$ cat src/rtl/mem_arbiter.sv
// -----------------------------------------------------------------------------
// mem_arbiter
//   Single-port arbiter between instruction fetch (IF) and load/store (MEM)
//   for a byte-wide unified RAM with one cycle of read latency. Multi-byte
//   accesses are serialised byte by byte, little-endian. MEM wins ties in
//   IDLE. A started transaction always runs to completion.
//
// Ports
//   clk, rst               clock (rising edge), synchronous active-high reset
//   if_req/if_addr         fetch request (word, held until if_done)
//   if_data/if_done        fetched word and one-cycle completion pulse
//   mem_req/mem_we/mem_len load/store request, 1=store, len 00=1B 01=2B 1x=4B
//   mem_addr/mem_wdata     byte address and store data (low n bytes used)
//   mem_rdata/mem_done     zero-extended load data and completion pulse
//   ram_a/ram_dout/ram_wr  registered RAM address, write byte, write enable
//   ram_din                RAM read byte, valid one cycle after its address
//   stall_if/stall_mem     combinational stall requests to the pipeline
//
// Build option
//   FETCH_BUFFER_EN        adds a one-entry fetch buffer; a hit completes
//                          the fetch one cycle after acceptance without any
//                          RAM traffic. Stores overlapping the entry kill it.
// -----------------------------------------------------------------------------
module mem_arbiter #(
    parameter int ADDR_W     = 32,
    parameter int BUF_ADDR_W = 30
) (
    input  logic              clk,
    input  logic              rst,
    input  logic              if_req,
    input  logic [ADDR_W-1:0] if_addr,
    output logic [31:0]       if_data,
    output logic              if_done,
    input  logic              mem_req,
    input  logic              mem_we,
    input  logic [1:0]        mem_len,
    input  logic [ADDR_W-1:0] mem_addr,
    input  logic [31:0]       mem_wdata,
    output logic [31:0]       mem_rdata,
    output logic              mem_done,
    input  logic [7:0]        ram_din,
    output logic [7:0]        ram_dout,
    output logic [ADDR_W-1:0] ram_a,
    output logic              ram_wr,
    output logic              stall_if,
    output logic              stall_mem
);

    typedef enum logic [1:0] {IDLE, IF_RD, MEM_RD, MEM_WR} state_e;

    state_e            state_q, state_d;
    logic [2:0]        cnt_q, cnt_d;         // cycles spent in the current access
    logic [2:0]        n_q, n_d;             // access length in bytes: 1, 2 or 4
    logic [ADDR_W-1:0] addr_q, addr_d;       // address of the next byte to drive
    logic [31:0]       wdata_q, wdata_d;     // store data, shifted down one byte per write
    logic [31:0]       asm_q, asm_d;         // read assembly buffer
    logic [31:0]       if_data_q, if_data_d;
    logic [31:0]       mem_rdata_q, mem_rdata_d;
    logic              if_done_q, if_done_d;
    logic              mem_done_q, mem_done_d;
    logic [ADDR_W-1:0] ram_a_q, ram_a_d;
    logic [7:0]        ram_dout_q, ram_dout_d;
    logic              ram_wr_q, ram_wr_d;
    logic [31:0]       asm_next;             // assembly buffer with this cycle's ram_din merged
    logic              fb_hit;
    logic [31:0]       fb_word;

`ifdef FETCH_BUFFER_EN
    logic                  fb_valid_q, fb_valid_d;
    logic [BUF_ADDR_W-1:0] fb_tag_q, fb_tag_d;
    logic [31:0]           fb_data_q, fb_data_d;

    assign fb_hit  = fb_valid_q && (fb_tag_q == if_addr[ADDR_W-1 -: BUF_ADDR_W]);
    assign fb_word = fb_data_q;
`else
    assign fb_hit  = 1'b0;
    assign fb_word = 32'h0;
`endif

    function automatic logic [2:0] len_to_n(input logic [1:0] len);
        case (len)
            2'b00:   return 3'd1;
            2'b01:   return 3'd2;
            default: return 3'd4;
        endcase
    endfunction

    // NOTE: every variable gets its hold/idle value first so no path through
    // the case statements leaves one unassigned and infers a latch.
    always_comb begin
        state_d     = state_q;
        cnt_d       = cnt_q;
        n_d         = n_q;
        addr_d      = addr_q;
        wdata_d     = wdata_q;
        asm_d       = asm_q;
        if_data_d   = if_data_q;
        mem_rdata_d = mem_rdata_q;
        ram_a_d     = ram_a_q;
        ram_dout_d  = ram_dout_q;
        if_done_d   = 1'b0;
        mem_done_d  = 1'b0;
        ram_wr_d    = 1'b0;
`ifdef FETCH_BUFFER_EN
        fb_valid_d  = fb_valid_q;
        fb_tag_d    = fb_tag_q;
        fb_data_d   = fb_data_q;
        // A byte being written this cycle that falls inside the buffered word
        // makes the entry stale.
        if (ram_wr_q && (ram_a_q[ADDR_W-1 -: BUF_ADDR_W] == fb_tag_q))
            fb_valid_d = 1'b0;
`endif

        // In cycle cnt (cnt >= 1) ram_din carries byte cnt-1.
        asm_next = asm_q;
        case (cnt_q)
            3'd1:    asm_next[7:0]   = ram_din;
            3'd2:    asm_next[15:8]  = ram_din;
            3'd3:    asm_next[23:16] = ram_din;
            3'd4:    asm_next[31:24] = ram_din;
            default: ;
        endcase

        case (state_q)
            IDLE: begin
                // The requester still holds req during its done cycle, so no
                // acceptance happens while a done pulse is out.
                if (!(if_done_q || mem_done_q)) begin
                    if (mem_req) begin
                        state_d  = mem_we ? MEM_WR : MEM_RD;
                        n_d      = len_to_n(mem_len);
                        cnt_d    = 3'd0;
                        asm_d    = 32'h0;
                        ram_a_d  = mem_addr;
                        addr_d   = mem_addr + ADDR_W'(1);
                        ram_wr_d = mem_we;
                        wdata_d  = {8'h00, mem_wdata[31:8]};
                        if (mem_we)
                            ram_dout_d = mem_wdata[7:0];
                    end else if (if_req) begin
                        if (fb_hit) begin
                            if_done_d = 1'b1;
                            if_data_d = fb_word;
                        end else begin
                            state_d = IF_RD;
                            n_d     = 3'd4;
                            cnt_d   = 3'd0;
                            asm_d   = 32'h0;
                            ram_a_d = if_addr;
                            addr_d  = if_addr + ADDR_W'(1);
`ifdef FETCH_BUFFER_EN
                            // Tag is taken now; the entry only becomes valid
                            // again when this fetch completes.
                            fb_tag_d   = if_addr[ADDR_W-1 -: BUF_ADDR_W];
                            fb_valid_d = 1'b0;
`endif
                        end
                    end
                end
            end

            IF_RD, MEM_RD: begin
                if (cnt_q == n_q) begin
                    state_d = IDLE;
                    if (state_q == IF_RD) begin
                        if_done_d = 1'b1;
                        if_data_d = asm_next;
`ifdef FETCH_BUFFER_EN
                        fb_valid_d = 1'b1;
                        fb_data_d  = asm_next;
`endif
                    end else begin
                        mem_done_d  = 1'b1;
                        mem_rdata_d = asm_next;
                    end
                end else begin
                    asm_d = asm_next;
                    cnt_d = cnt_q + 3'd1;
                    // Addresses run one cycle ahead of the returning data.
                    if (cnt_q + 3'd1 < n_q) begin
                        ram_a_d = addr_q;
                        addr_d  = addr_q + ADDR_W'(1);
                    end
                end
            end

            MEM_WR: begin
                if (cnt_q + 3'd1 < n_q) begin
                    ram_wr_d   = 1'b1;
                    ram_a_d    = addr_q;
                    addr_d     = addr_q + ADDR_W'(1);
                    ram_dout_d = wdata_q[7:0];
                    wdata_d    = {8'h00, wdata_q[31:8]};
                    cnt_d      = cnt_q + 3'd1;
                end else begin
                    state_d    = IDLE;
                    mem_done_d = 1'b1;
                end
            end

            default: state_d = IDLE;
        endcase
    end

    // NOTE: non-blocking assignments make every flop sample the pre-edge
    // values, so the order of statements in this block does not matter.
    always_ff @(posedge clk) begin
        if (rst) begin
            state_q     <= IDLE;
            cnt_q       <= 3'd0;
            n_q         <= 3'd0;
            addr_q      <= '0;
            wdata_q     <= 32'h0;
            asm_q       <= 32'h0;
            if_data_q   <= 32'h0;
            mem_rdata_q <= 32'h0;
            if_done_q   <= 1'b0;
            mem_done_q  <= 1'b0;
            ram_a_q     <= '0;
            ram_dout_q  <= 8'h00;
            ram_wr_q    <= 1'b0;
        end else begin
            state_q     <= state_d;
            cnt_q       <= cnt_d;
            n_q         <= n_d;
            addr_q      <= addr_d;
            wdata_q     <= wdata_d;
            asm_q       <= asm_d;
            if_data_q   <= if_data_d;
            mem_rdata_q <= mem_rdata_d;
            if_done_q   <= if_done_d;
            mem_done_q  <= mem_done_d;
            ram_a_q     <= ram_a_d;
            ram_dout_q  <= ram_dout_d;
            ram_wr_q    <= ram_wr_d;
        end
    end

`ifdef FETCH_BUFFER_EN
    always_ff @(posedge clk) begin
        if (rst) fb_valid_q <= 1'b0;
        else     fb_valid_q <= fb_valid_d;
    end

    // NOTE: tag and data storage carry no reset; the valid bit alone decides
    // whether their contents are ever used.
    always_ff @(posedge clk) begin
        fb_tag_q  <= fb_tag_d;
        fb_data_q <= fb_data_d;
    end
`endif

    assign if_data   = if_data_q;
    assign if_done   = if_done_q;
    assign mem_rdata = mem_rdata_q;
    assign mem_done  = mem_done_q;
    assign ram_a     = ram_a_q;
    assign ram_dout  = ram_dout_q;
    assign ram_wr    = ram_wr_q;
    assign stall_if  = ~rst & if_req  & ~if_done_q;
    assign stall_mem = ~rst & mem_req & ~mem_done_q;

endmodule

$ cat config.mk
export PLATFORM = sky130hd
export DESIGN_NAME = mem_arbiter
export DESIGN_NICKNAME = d
export VERILOG_FILES = /design/src/rtl/mem_arbiter.sv
export SDC_FILE = /design/constraint.sdc
export NUM_CORES = 1
export LEC_CHECK = 0
export ABC_AREA = 1
export BUFFER_PORTS_ARGS = -buffer_cell sky130_fd_sc_hd__buf_2
export CORE_MARGIN = 2
export CORE_UTILIZATION = 55
export CTS_CLUSTER_SIZE = 10
export DETAILED_ROUTE_END_ITERATION = 8
export MAX_ROUTING_LAYER = met4
export PLACE_DENSITY = 0.81
export SLEW_MARGIN = 20
export SYNTH_ARGS = -nofsm -noshare
export SYNTH_HDL_FRONTEND = slang
export SYNTH_SLANG_ARGS = --single-unit
$ cat constraint.sdc
create_clock -name clk -period 4.59 [get_ports clk]
set_input_delay 0.6885 -clock clk [delete_from_list [all_inputs] [get_ports clk]]
set_output_delay 0.6885 -clock clk [all_outputs]
set_load 0.1 [all_outputs]
==> results.toml <==
[drt]
postRouteAntennaNets = 0
wl_um = 27050
via_per_inst = 5.391
vias = 10146
drc = 0
dr.first_iter.drc_count = 777
wire_per_inst_um = 14.37
firstDrtPassIters = 5

[clocking]
clock_sinks = 203
cts_tree = "built"
worstSkewPairLatency_ps = 510
root_buffer = "clkbuf_16"
postCtsHoldBufs = 0
post_cts_buffers = 0
cts_buffer_depth = 3
postCtsResizedCells = 0
numCtsBuffers = 24
htreeDepth = 1
clk_pin_slew_ps = 50

[final_layout]
area_growth_pct = 17.33
final.fill_count = 1620
fin_nets = 1771
drive_gt1_share_pct = 17.87

[floorplan]
core_sq_um = 17780
dieWidth_um = 138.1
design.die.area_sq_um = 19060
initial_core_util_pct = 55.59
die_h_um = 138.1
rows = 49
io_pins = 220

[critical_path]
worstPathRequired_ps = 5040
worstSetupPathType = "register to register"
cp-start-kind = "register"
cp-end-kind = "register"
crit_arrival_ps = 3590
critPathMaxFanout = 55

[synth]
syn_avg_cell_area_sq_um = 6.674
synth-seq-area-share_pct = 41.11
synthAdderAreaFrac_pct = 1.646
yosysWarnings = 0
synth_xor_area_share_pct = 0.5316
synth-seq-cells = 203
syn_nets = 1605
synth_edf_count = 0
synthesis.instances = 1481
post_synth_num_cell_types = 37
async_flop_share_pct = 0
synthMuxAreaShare_pct = 0
synthSimpleGateAreaFrac_pct = 27.76
synth_compound_area_share_pct = 19.61
ys.flop_type = "dfxtp_1"
synth_top_family_by_area = "simple AND/OR/NAND/NOR gates"
synthesis.area_sq_um = 9884

[sta]
drv_slew = 0
slew_headroom_pct = 39.31
fin_crit_sh_pct = 68.54
worst_pin_slew_ps = 910.3
period_minus_slack_ps = 3146
rsz0062_at_grt = "false"
setup_violations = 0
timing.hold.ws_ps = 438.4
hold_viol = 0
fmax_mhz = 317.9
fin_setup_tns_ps = 0
clock_skew_ps = 14.35

[power_and_ir_drop]
power.density_nw_per_um2 = 830.6
power_frac_clock_pct = 16.9
ir_drop_v = 0.0007150
combPwrFrac_pct = 57.0
swShare_pct = 54.84
power.switching_mw = 5.283
p_leak_nw = 5.285
p_int_mw = 4.350
p_seq_share_pct = 26.1

[grt]
grt_pass1_vias = 9218
grt-ovfl-total = 0
grt_max_degree = 99
grt_pass1_wl_um = 44350
grt.total_usage_pct = 27.98
antenna_found_initial = 2

[placement]
io_buffers = 219
routabilityCongestion = 0.9434
dp_hpwl_um = 18090

[worst_hold_path]
hold_class = "input pin to register"

[job]
cap_violations = 0

[status]
outcome = "complete, no violations"
cells in the mapped netlist (all sizes together), types with 8 or more instances:
| library cell | n | share of area [%] |
|---|---|---|
| a211oi | 8 | 0.61 |
| a21oi | 176 | 8.9 |
| a31oi | 21 | 1.5 |
| buf | 38 | 2.5 |
| clkbuf | 56 | 2.1 |
| dfxtp | 203 | 41 |
| ha | 13 | 1.6 |
| inv | 121 | 4.7 |
| nand2 | 476 | 18 |
| nand3 | 93 | 4.8 |
| nor2 | 99 | 4.1 |
| o21ai | 147 | 7.5 |
area by class of cell:
| class | count | area (sq um) | share of cell area (%) |
|---|---|---|---|
| multi-input cells | 1063 | 4920 | 42.42 |
| flip-flops and latches | 203 | 4064 | 35.04 |
| repair buffers | 234 | 1224 | 10.55 |
| clock buffers | 28 | 615.6 | 5.308 |
| inverters | 121 | 461.7 | 3.981 |
| well taps | 229 | 286.5 | 2.471 |
| clock inverters | 2 | 21.27 | 0.1834 |
| diodes | 2 | 5.005 | 0.04315 |
worst max-delay path, cell delays in order, from the launching register on:
cell,delay (ps)
dfxtp_1,310
inv_1,110
ha_2,530
inv_2,400
nand2_1,200
nand3_2,100
inv_2,640
buf_4,370
o21ai_0,110
o21bai_1,210
nor2_1,80
metrics by stage:
| step | cell area (sq um) | power, mW | setup slack (ps) | utilization [%] | cells |
|---|---|---|---|---|---|
| after CTS | 11570 | 9.590 | 1512 | 65.09 | 1879 |
| after global routing | 11600 | 10.22 | 1199 | 65.23 | 1882 |
| after floorplan | 9884 | 7.035 | 752.6 | - | 1481 |
| after detailed placement | 10940 | 7.948 | 1521 | 61.51 | 1849 |
| after global placement | 10940 | 7.863 | 1589 | 61.51 | 1849 |
| final | 11600 | 9.633 | 1444 | 65.23 | 1882 |
state kept, by name, indices dropped and copies added, names as in the netlist:
register and flops:
mem_rdata 32, ram_a 32, if_data 32, mem_done 1, ram_dout 8, if_done 1
wdata_q 24, n_q 3, addr_q 32, asm_q 32, state_q 2, cnt_q 3
ram_wr 1
placed cells by master (no fill, tap or decap), drive strengths merged, types with 3 or more instances in the layout:
cell type	count
clkbuf	28
nor2	99
a21boi	3
a31oi	21
a21oi	176
nand4	5
o21ai	147
nand2	476
o21bai	5
buf	234
nand3	93
inv	121
a211oi	8
xor2	5
ha	13
dfxtp	203
power by group through the flow:
stage / Clock [mW] / Sequential, mW / Combinational (mW)
floorplan: 0 / 4.41 / 2.62
finish: 1.63 / 2.51 / 5.50
CTS: 1.64 / 2.51 / 5.44
global placement: 0 / 2.53 / 5.33
global route: 1.72 / 2.57 / 5.94
detailed placement: 0 / 2.54 / 5.41
layer usage:
metal / up-vias / wire length (um) / global-route usage, %
li1: 5114 / - / -
met1: 4590 / 11780 / 35.94
met2: 387 / 12690 / 46.17
met3: 55 / 1910 / 4.018
met4: 0 / 670 / 8.217
met5: - / 0 / -
cells by family (layout without fill, tap and decap cells):
logic type | count (synthesis) | count (layout)
xor gates and xnor gates | 6 | 6
adders and majority gates | 13 | 13
DFF | 203 | 203
other | 0 | 2
and+or+nand+nor | 678 | 678
AOI/OAI and AO/OA | 366 | 366
buffers and inverters | 215 | 385
final timing paths:
kind / from / endpoint / slack, ps / cells past startpoint
setup / recovery: state_q[1] / addr_q[22] / 1440 / 10
hold / removal: mem_len[0] / n_q[1] / 440 / 3
hold reg to reg: mem_rdata[28] / mem_rdata[28] / 440 / 2
setup reg to reg: state_q[1] / addr_q[22] / 1440 / 10
Power figures use the tool's default switching activity.
